===== src/rtl/rr_mux_sel_ctrl.sv =====
// Round-robin select controller for a K-to-1 word mux: arbitrates req, drives sel,
// captures the returned word into a registered valid/ready slot and acks the served lane.
module rr_mux_sel_ctrl #(
    parameter  int unsigned K    = 4,
    parameter  int unsigned SIZE = 16,
    localparam int unsigned BIT  = (K > 1) ? $clog2(K) : 1
) (
    input  logic            clk,
    input  logic            rst_n,
    input  logic [K-1:0]    req,
    output logic [BIT-1:0]  sel,
    input  logic [SIZE-1:0] mux_out,
    output logic [K-1:0]    ack,
    output logic [SIZE-1:0] out_data,
    output logic            out_valid,
    input  logic            out_ready
);

    typedef enum logic [0:0] {
        ST_IDLE    = 1'b0,
        ST_CAPTURE = 1'b1
    } state_t;

    state_t          r_state;
    logic [BIT-1:0]  r_sel;
    logic [K-1:0]    r_ack;
    logic [SIZE-1:0] r_out_data;
    logic            r_out_valid;
    logic [BIT-1:0]  r_last_grant;

    state_t          w_state_nxt;
    logic [BIT-1:0]  w_sel_nxt;
    logic [K-1:0]    w_ack_nxt;
    logic [SIZE-1:0] w_out_data_nxt;
    logic            w_out_valid_nxt;
    logic [BIT-1:0]  w_last_grant_nxt;

    logic            w_slot_free;
    logic            w_found;
    logic [BIT-1:0]  w_winner;
    int unsigned     w_cand;

    assign w_slot_free = !r_out_valid || out_ready;

    // First set request scanning upward from the lane after last_grant, modulo K.
    always_comb begin
        w_found  = 1'b0;
        w_winner = '0;
        w_cand   = 0;
        for (int unsigned off = 1; off <= K; off++) begin
            w_cand = 32'(r_last_grant) + off;
            if (w_cand >= K) begin
                w_cand = w_cand - K;
            end
            if (!w_found && req[BIT'(w_cand)]) begin
                w_found  = 1'b1;
                w_winner = BIT'(w_cand);
            end
        end
    end

    // Next-state and next-output logic.
    always_comb begin
        w_state_nxt      = r_state;
        w_sel_nxt        = r_sel;
        w_ack_nxt        = '0;
        w_out_data_nxt   = r_out_data;
        w_out_valid_nxt  = r_out_valid && !out_ready;
        w_last_grant_nxt = r_last_grant;

        case (r_state)
            ST_IDLE: begin
                if (w_found && w_slot_free) begin
                    w_sel_nxt   = w_winner;
                    w_state_nxt = ST_CAPTURE;
                end
            end
            ST_CAPTURE: begin
                w_out_data_nxt   = mux_out;
                w_out_valid_nxt  = 1'b1;
                w_ack_nxt        = K'(1) << r_sel;
                w_last_grant_nxt = r_sel;
                w_state_nxt      = ST_IDLE;
            end
            default: begin
                w_state_nxt = ST_IDLE;
            end
        endcase
    end

    // last_grant resets to K-1 so lane 0 holds first priority.
    always_ff @(posedge clk or negedge rst_n) begin
        if (!rst_n) begin
            r_state      <= ST_IDLE;
            r_sel        <= '0;
            r_ack        <= '0;
            r_out_data   <= '0;
            r_out_valid  <= 1'b0;
            r_last_grant <= BIT'(K - 1);
        end else begin
            r_state      <= w_state_nxt;
            r_sel        <= w_sel_nxt;
            r_ack        <= w_ack_nxt;
            r_out_data   <= w_out_data_nxt;
            r_out_valid  <= w_out_valid_nxt;
            r_last_grant <= w_last_grant_nxt;
        end
    end

    assign sel       = r_sel;
    assign ack       = r_ack;
    assign out_data  = r_out_data;
    assign out_valid = r_out_valid;

endmodule


===== config.mk =====
export PLATFORM = sky130hd
export DESIGN_NAME = rr_mux_sel_ctrl
export DESIGN_NICKNAME = d
export VERILOG_FILES = /design/src/rtl/rr_mux_sel_ctrl.sv
export SDC_FILE = /design/constraint.sdc
export NUM_CORES = 1
export LEC_CHECK = 0
export ABC_CLOCK_PERIOD_IN_PS = 1700
export CORE_MARGIN = 2
export CORE_UTILIZATION = 43
export CTS_BUF_LIST = sky130_fd_sc_hd__clkbuf_4 sky130_fd_sc_hd__clkbuf_8
export DETAILED_ROUTE_END_ITERATION = 8
export GPL_TIMING_DRIVEN = 1
export PLACE_DENSITY = 0.81
export SYNTH_ARGS = -nofsm -noshare
export SYNTH_HDL_FRONTEND = slang
export SYNTH_SLANG_ARGS = --single-unit

===== constraint.sdc =====
create_clock -name clk -period 1.7 [get_ports clk]
set_input_delay 0.17 -clock clk [delete_from_list [all_inputs] [get_ports clk]]
set_output_delay 0.17 -clock clk [all_outputs]
set_load 0.01 [all_outputs]

==> run_results.csv <==
group,metric,value,unit
route,wl_per_cell,13.3,um
logic_synthesis,mappedNetlistNets,100,
route,drt_iter0_markers,5,
route,remaining_drc_errors,0,
layout,fin_nets,149,
sta,final.setup.tns,0,ps
route,wl,2050,um
layout,area_delta_synth_final,48.4,%
floorplanning,die_y,54.0,um
sta,setup_viol,0,
power_and_ir_drop,leakagePower,0.685,nW
floorplanning,die_w,54.0,um
outcome,status,"finished clean",
floorplanning,ios,46,
route,firstDrtPassIters,4,
placed_design,globalplace.congestion,0.781,
layout,most-common-layout-cells,"clkdlybuf4s50_1, dfrtp_1, mux2_2",
route,avgViaCountPerCell,4.82,
setup_path,worstPathArrival,1350,ps
clock_network,cts_tree,"built",
sta,rsz0062_at_grt,"no",
flow_run,drv_cap,0,
floorplanning,rows,18,
layout,diodes,0,
global_routing,grt_antenna_before_repair,0,
logic_synthesis,yosysWarnings,0,
floorplanning,core,2430,um^2
logic_synthesis,yosysUniqueCellTypes,23,
clock_network,clk_pin_slew,140,ps
placed_design,dp_hpwl,1620,um
placed_design,port_buffers,45,
global_routing,grt_max_degree,27,
power_and_ir_drop,power_per_cell_area,1750,nW/um^2
clock_network,cts_root_buf,"clkbuf_4",
sta,slew_headroom,73.9,%
setup_path,critPathTopFamily,"buffers and inverters",
logic_synthesis,synth_area,1070,um^2
global_routing,grt_first_pass_wirelength,3080,um
sta,maxSlewViolCount,0,
layout,final_common_cell,"clkdlybuf4s50_1",
clock_network,cts_resized,0,
sta,skew,7.71,ps
global_routing,grt_overflow_total,0,
setup_path,worstPathCellList,"clkdlybuf4s50_1",
clock_network,cts.path.max_buffers,2,
worst_hold_path,min_path_type,"input port to asynchronous set/reset pin",
power_and_ir_drop,ir_worst_vdd,1030,uV
sta,final_hold_viol_count,0,
setup_path,cp-end-kind,"output port",
global_routing,grt_pass1_vias,686,
clock_network,numCtsBuffers,3,
floorplanning,start_util,44.2,%
clock_network,clk_latency,310,ps
sta,finalCritPeriodShare,89.5,%
route,ant_nets,0,
logic_synthesis,synth-seq-cells,26,
setup_path,path_max_fanout,7,
setup_path,cp.required,1530,ps
logic_synthesis,yosysSeqAreaShare,60.8,%
sta,whs,194,ps
route,vias,747,
global_routing,grt.total_usage,14.8,%
floorplanning,die_area,2920,um^2
setup_path,worst-setup-path-type,"flip-flop to output port",
setup_path,crit_buf_inv,1,
clock_network,clock_sinks,26,
layout,drive_gt1_share,22.4,%
clock_network,cts_setup_buffers,0,
clock_network,cts_hold_buffers,0,
sta,max_freq,657,MHz
logic_synthesis,syn_area_per_cell,14.0,um^2
logic_synthesis,syn_inst,77,
clock_network,cts-htree-levels,1,
setup_path,worst_path_largest_cell_delay,580,ps
setup_path,crit_path_start_kind,"flip-flop",
setup_path,critPathSlowestCell,"clkdlybuf4s50_1",
sta,period_minus_slack,1520,ps
sta,worstMarginPinSlew,392,ps
-- worst paths after layout --
check / startpoint / to / slack (ps) / depth (start not counted)
setup / recovery: sel[1] / sel[1] / 180 / 1
hold / removal: rst_n / out_data[0] / 190 / 2
setup reg to reg: r_last_grant[1] / sel[0] / 200 / 4
hold reg to reg: out_data[6] / out_data[6] / 520 / 1
max in group asynchronous: rst_n / r_last_grant[0] / 1210 / 2
min in group clk: mux_out[10] / out_data[10] / 460 / 2
-- registers in the layout, summed over array words and instances, names as in the netlist --
signal / flops
sel: 2
out_data: 16
r_state: 1
out_valid: 1
r_last_grant: 2
ack: 4
-- through the flow --
step	setup WS [ps]	power [mW]	utilization [%]	instances	cell area (um^2)
floorplan	261	1.83	-	77	1070
CTS	159	2.82	65.6	155	1600
global placement	131	2.47	64.1	151	1560
finish	179	2.79	65.6	155	1600
global route	93.9	2.96	65.6	155	1600
detailed placement	95.2	2.52	64.1	151	1560
-- Yosys cell counts --
cell,instances,area [um^2]
nand3_1,1,5.00
mux2_4,1,15.0
mux2_2,17,191
nand2_1,3,11.3
nor2b_1,1,6.26
a221oi_4,1,26.3
buf_2,3,15.0
a21o_1,2,15.0
and3_1,1,6.26
nand2b_1,1,6.26
a221o_1,1,10.0
nor3b_1,1,7.51
nor2_1,5,18.8
inv_1,4,15.0
o221ai_1,1,8.76
dfrtp_1,24,601
mux2i_1,2,20.0
o21ai_0,1,5.00
buf_6,1,11.3
and3b_1,1,8.76
dfstp_2,2,52.6
a31oi_1,1,6.26
o22ai_1,2,12.5
-- cell families (layout without fill, tap and decap cells) --
logic type	count (synthesis)	in the layout	share of synthesized area (%)
multiplexers	20	20	21.1
AO/OA/AOI/OAI	9	9	7.80
AND/OR/NAND/NOR	14	14	6.52
flip-flops	26	26	60.8
buffers and inverters	8	56	3.84
-- final cells by class --
type / instances / area (um^2)
fill: 201 / 837
sequential: 26 / 653
timing repair buffer: 48 / 473
multi-input combinational: 43 / 380
tap: 30 / 37.5
clock buffer: 4 / 36.3
inverter: 4 / 15.0
-- power breakdown --
| part | total [mW] | switching (mW) | internal [mW] | leakage (nW) |
|---|---|---|---|---|
| clock | 0.304 | 0.173 | 0.131 | 0.0210 |
| combinational | 1.31 | 0.450 | 0.863 | 0.356 |
| sequential | 1.17 | 0.242 | 0.931 | 0.308 |
-- routing by layer --
metal	vias up	part of all wire, %	wire length [um]	global-route usage [%]
met3	2	5.3	109	0.833
met1	357	39	808	16.7
met4	0	1.3	27	7.50
met2	23	54	1110	28.0
met5	-	0	0	0
li1	365	-	-	-
Power figures use the tool's default switching activity.
